File: src/rtl/pwm_audio_mc_if.sv
// Sample stream port for pwm_audio_mc: valid/ready handshake
// carrying a channel tag and an unsigned sample.
interface pwm_audio_mc_if #(
    parameter int WIDTH    = 12,
    parameter int CHANNELS = 2
);
    localparam int CHW = (CHANNELS > 1) ? $clog2(CHANNELS) : 1;

    logic             valid;
    logic             ready;
    logic [CHW-1:0]   chan;
    logic [WIDTH-1:0] data;

    modport master (
        output valid,
        output chan,
        output data,
        input  ready
    );

    modport slave (
        input  valid,
        input  chan,
        input  data,
        output ready
    );
endinterface

File: src/rtl/pwm_audio_mc.sv
// Multi-channel PWM audio DAC with per-channel double buffering.
// Define PWM_AUDIO_SDM_EN to add the first-order delta-sigma mode.
module pwm_audio_mc #(
    parameter int WIDTH    = 12,
    parameter int CHANNELS = 2,
    parameter int PERIOD   = 4095
) (
    input  logic                clk,
    input  logic                rst,
    pwm_audio_mc_if.slave       s,
    input  logic                mode,
    output logic                frame_start,
    output logic [CHANNELS-1:0] underrun,
    output logic [CHANNELS-1:0] pwm_out
);
    localparam int CHW  = (CHANNELS > 1) ? $clog2(CHANNELS) : 1;
    localparam int CW   = $clog2(PERIOD);
    localparam int CMPW = (WIDTH > CW) ? WIDTH : CW;

    localparam logic [CW-1:0]    LAST = CW'(PERIOD - 1);
    localparam logic [CHW:0]     NCH  = (CHW + 1)'(CHANNELS);
    localparam logic [WIDTH-1:0] MID  = {1'b1, {(WIDTH - 1){1'b0}}};

    logic [CW-1:0]       count;
    logic                boundary;
    logic                in_range;
    logic                accept;
    logic [WIDTH-1:0]    shadow [CHANNELS];
    logic [WIDTH-1:0]    active [CHANNELS];
    logic [CHANNELS-1:0] shadow_full;
    logic [CHANNELS-1:0] hit;
    logic [CHANNELS-1:0] pwm_bit;
    logic [CHANNELS-1:0] next_out;

    assign boundary = (count == LAST);
    assign in_range = ({1'b0, s.chan} < NCH);
    // Out-of-range channels are always ready so they drain and vanish.
    assign s.ready  = in_range ? !shadow_full[s.chan] : 1'b1;
    assign accept   = s.valid && s.ready && in_range;

    always_comb begin
        hit     = '0;
        pwm_bit = '0;
        for (int c = 0; c < CHANNELS; c++) begin
            hit[c]     = accept && (s.chan == CHW'(c));
            pwm_bit[c] = CMPW'(count) < CMPW'(active[c]);
        end
    end

`ifdef PWM_AUDIO_SDM_EN
    logic                mode_q;
    logic [WIDTH-1:0]    acc [CHANNELS];
    logic [WIDTH:0]      sum [CHANNELS];
    logic [CHANNELS-1:0] sdm_bit;

    always_comb begin
        sdm_bit = '0;
        for (int c = 0; c < CHANNELS; c++) begin
            sum[c]     = {1'b0, acc[c]} + {1'b0, active[c]};
            sdm_bit[c] = sum[c][WIDTH];
        end
    end

    // The carry lives in pwm_out, so acc keeps only the low bits.
    always_ff @(posedge clk) begin
        if (rst) begin
            mode_q <= 1'b0;
            for (int c = 0; c < CHANNELS; c++) begin
                acc[c] <= '0;
            end
        end else begin
            if (boundary) begin
                mode_q <= mode;
            end
            for (int c = 0; c < CHANNELS; c++) begin
                if (boundary && (mode != mode_q)) begin
                    acc[c] <= '0;
                end else begin
                    acc[c] <= sum[c][WIDTH-1:0];
                end
            end
        end
    end

    assign next_out = mode_q ? sdm_bit : pwm_bit;
`else
    logic unused_mode;
    assign unused_mode = mode;
    assign next_out    = pwm_bit;
`endif

    always_ff @(posedge clk) begin
        if (rst) begin
            count       <= '0;
            frame_start <= 1'b0;
            shadow_full <= '0;
            underrun    <= '0;
            pwm_out     <= '0;
            for (int c = 0; c < CHANNELS; c++) begin
                shadow[c] <= '0;
                active[c] <= MID;
            end
        end else begin
            count       <= boundary ? '0 : count + 1'b1;
            frame_start <= (count == '0);
            pwm_out     <= next_out;
            for (int c = 0; c < CHANNELS; c++) begin
                if (hit[c]) begin
                    shadow[c]      <= s.data;
                    shadow_full[c] <= 1'b1;
                end
                if (boundary && shadow_full[c]) begin
                    active[c]      <= shadow[c];
                    shadow_full[c] <= 1'b0;
                end
                // A starved boundary outranks a same-cycle refill.
                if (boundary && !shadow_full[c]) begin
                    underrun[c] <= 1'b1;
                end else if (hit[c]) begin
                    underrun[c] <= 1'b0;
                end
            end
        end
    end
endmodule

File: src/flat_wrapper.sv
// flat-port wrapper written by rule: the top's interface ports become plain ports
module pwm_audio_mc_flat 
#(
    parameter int WIDTH    = 12,
    parameter int CHANNELS = 2,
    parameter int PERIOD   = 4095
)
  (clk, rst, mode, frame_start, underrun, pwm_out, s_valid, s_chan, s_data, s_ready);
  pwm_audio_mc_if #(.WIDTH(WIDTH), .CHANNELS(CHANNELS)) s_i ();
  input  logic clk;
  input  logic rst;
  input  logic mode;
  output logic frame_start;
  output logic [CHANNELS-1:0] underrun;
  output logic [CHANNELS-1:0] pwm_out;
  input wire logic [$bits(s_i.valid)-1:0] s_valid;
  input wire logic [$bits(s_i.chan)-1:0] s_chan;
  input wire logic [$bits(s_i.data)-1:0] s_data;
  output wire logic [$bits(s_i.ready)-1:0] s_ready;
  assign s_i.valid = s_valid;
  assign s_i.chan = s_chan;
  assign s_i.data = s_data;
  assign s_ready = s_i.ready;
  pwm_audio_mc #(.WIDTH(WIDTH), .CHANNELS(CHANNELS), .PERIOD(PERIOD)) u_core (.clk(clk), .rst(rst), .s(s_i), .mode(mode), .frame_start(frame_start), .underrun(underrun), .pwm_out(pwm_out));
endmodule
File: config.mk
export PLATFORM = sky130hd
export DESIGN_NAME = pwm_audio_mc_flat
export DESIGN_NICKNAME = d
export VERILOG_FILES = /design/src/rtl/pwm_audio_mc_if.sv /design/src/rtl/pwm_audio_mc.sv /design/src/flat_wrapper.sv
export SDC_FILE = /design/constraint.sdc
export NUM_CORES = 1
export LEC_CHECK = 0
export BUFFER_PORTS_ARGS = -buffer_cell sky130_fd_sc_hd__clkbuf_2
export CORE_MARGIN = 3
export CORE_UTILIZATION = 49
export DETAILED_ROUTE_END_ITERATION = 6
export PLACE_DENSITY = 0.77
export SLEW_MARGIN = 15
export SYNTH_ARGS = -nofsm -noshare
export SYNTH_HDL_FRONTEND = slang
export SYNTH_SLANG_ARGS = --single-unit
export TNS_END_PERCENT = 100
File: constraint.sdc
create_clock -name clk -period 4.7 [get_ports clk]
set_input_delay 0.47 -clock clk [delete_from_list [all_inputs] [get_ports clk]]
set_output_delay 0.47 -clock clk [all_outputs]
set_load 0.02 [all_outputs]
==> key figures <==
Run status
  • Outcome: completed

STA
  • # setup viols final: 0
  • Worst slew margin: 0.278
  • Period utilization: 0.579
  • Post-route minimum period: approximately 2.7 ns
  • Clock Skews: 0.00826 ns
  • Setup WS post-layout: roughly 2.0 ns
  • Slew Limit Fails: 0
  • RSZ-0062 raised after global routing: false
  • Setup TNS: 0 ns
  • Worst slew pin tran: approximately 1.1 ns
  • Final Hold Fails: 0
  • FMAX: between 300 and 400 MHz

Placement
  • Port-buffer cells: 21
  • Dpl cells: 348
  • Gpl congestion: around 0.84
  • Dpl hpwl: between 3000 and 4000 µm
  • Setup WS pre-CTS: about 1.9 ns

Power and ir drop
  • PnR Total Power: 0.00131 W
  • Leakage: approximately 1.5 nW
  • Maximum vdd ir drop: 0.000242 V
  • PD cells: between 300 and 400 nW/µm²

CTS
  • H-tree depth: 3
  • CTS-repair resized insts: 0
  • Post-CTS Setup Bufs: 0
  • # hold bufs at CTS: 0
  • Clock Tree Root: clkbuf_8
  • CTS Buf Count: 9
  • CTS tree: yes
  • Clk_lat worst skew: around 0.34 ns
  • Clk sinks: 67
  • Worst-path clk slew: approximately 0.07 ns
  • CTS max path bufs: 2

Finish
  • Share of cells above drive strength 1: 0.142
  • Commonest non-fill, non-tap cells in the layout: 48 x edfxtp_1, 34 x and2_1, 29 x inv_1
  • Layout Nets: about 330
  • Most common cell after layout, fill and taps aside: edfxtp_1
  • Non-filler cells, final: 364
  • Area Growth Syn to Fin: 13.1%
  • # fillers: approximately 480
  • Core Util, Final: 0.582
  • Ant diodes: 0

Yosys
  • Synth Warn #: 0
  • Synth async-reset ratio: 0
  • Synth top area share: 0.468
  • Synthesized Nets: 300
  • FF+latch count, synth: 67
  • Biggest area consumer among synthesized cells: edfxtp_1
  • Mapped Area: a little over 3000 µm²
  • Main synth FF type: edfxtp_1
  • Number of synthesized flops with an enable pin: between 40 and 50
  • Distinct cells, synth: 36
  • Seq/Total Area, Yosys: 0.591
  • Largest cells by area after synthesis: edfxtp_1 47%, dfxtp_1 12%, ha_1 10%
  • Syn_area_per_cell: roughly 12 µm²
  • Cells after Synth: 258

Route
  • DR vias/cell: just over 5
  • First drt pass iteration count: 4
  • DR WL/cell: roughly 13 µm
  • Via count: between 1500 and 2000
  • Post-route ant nets: 0
  • Initial DRC Count: 41
  • Final WL: 4600 µm
  • Residual DRC: 0

Die
  • Die Ht: ~85 µm
  • Die W: 85.3 µm
  • I/O Pins: 23
  • Starting Density: 0.514
  • Core area: about 6000 µm²
  • Cell row count: 28
  • Full die area: about 7300 µm²

Min path
  • Min-Delay Path Class: input port to register
  • Hold path startpoint: s_data[6]

Worst setup path
  • CP top delay family: simple AND/OR/NAND/NOR gates
  • Buffers plus inverters on the worst setup path: 0
  • Worst setup path start: u_core.count[2]
  • Worst r2r src: u_core.count[2]
  • CP endpoint kind: register
  • Worst path required time: 4.65 ns
  • Arr. time, crit path: roughly 2.7 ns
  • CP Max Fanout: 12
  • CP Launch Type: register
  • Cell Chain, Critical Path: nand3_1 -> or4_1 -> o21bai_1
  • Crit-path max cell delay: between 0.9 and 1 ns
  • Crit-path slowest cell: o21bai_1
  • Setup CP Type: register to register

Global route
  • Largest net degree at the start of global routing: 25
  • Total GRT Usage: 0.149
  • Grt ovf: 0
  • First-pass GRT wire length: 8240 µm
  • Antenna violations before repair: 0
  • Vias in the first global route: approximately 1900

Job
  • Max cap viols: 0
per-layer routing:
metal  track usage  wire (µm)  up-vias  share of wire
li1              -          -      940              -
met1         0.173       2020      859           0.44
met2         0.241       2280       28           0.50
met3        0.0573        190       12          0.041
met4        0.0734        102        0          0.022
met5             0          0        -              0
Yosys cell counts (all sizes together), types with 3 or more instances:
master	count
a21oi	8
edfxtp	48
nand4	5
nand2	10
nand3	5
and2	34
buf	4
nor2	19
dfxtp	19
xnor2	5
nand2b	4
o21ai	4
xor2	5
inv	29
o21bai	3
a211oi	3
nor3	4
ha	25
nor4	3
and3	3
path summary, 6_finish.rpt:
check | endpoint | slack, ns | cells after the start
max | u_core.active[0][20] | 1.98 | 3
min reg2reg | u_core.underrun[0] | 0.46 | 2
max reg2reg | u_core.active[0][20] | 1.98 | 3
min | u_core.shadow[0][6] | 0.42 | 2
flip-flops by register name, indices dropped and copies added (netlist names):
signal              count
u_core.pwm_out          2
u_core.underrun         2
u_core.frame_start      1
u_core.active          24
u_core.shadow_full      2
u_core.count           12
u_core.shadow          24
cell families after synthesis:
family                   Yosys count  share of synthesized area
AND/OR/NAND/NOR                   96                      0.177
AO/OA/AOI/OAI                     24                     0.0508
XOR/XNOR                          10                     0.0284
multiplexers                       1                    0.00325
flip-flops                        67                      0.591
buffers and inverters             35                     0.0483
adder cells (fa/ha/maj)           25                      0.102
per-stage QoR:
step                hold WS (ns)  area [µm²]
floorplan                  0.464        3080
global placement           0.445        3240
detailed placement         0.452        3240
CTS                        0.406        3480
global route               0.416        3480
finish                     0.425        3480
area by class of cell:
cell class,count,area [µm²],share of cell area
multi-input cells,156,1110,0.320
clock inverters,6,113,0.0323
flip-flops and latches,67,1820,0.523
clock buffers,10,128,0.0366
well taps,75,93.8,0.0269
inverters,29,109,0.0312
repair buffers,21,105,0.0302
power breakdown:
| group | internal [W] | switching (W) |
|---|---|---|
| Combinational | 0.0000264 | 0.0000408 |
| Sequential | 0.000664 | 0.0000118 |
| Clock | 0.000354 | 0.000217 |
| Total | 0.00105 | 0.000269 |
No activity file was read; power rests on OpenSTA's default activity.
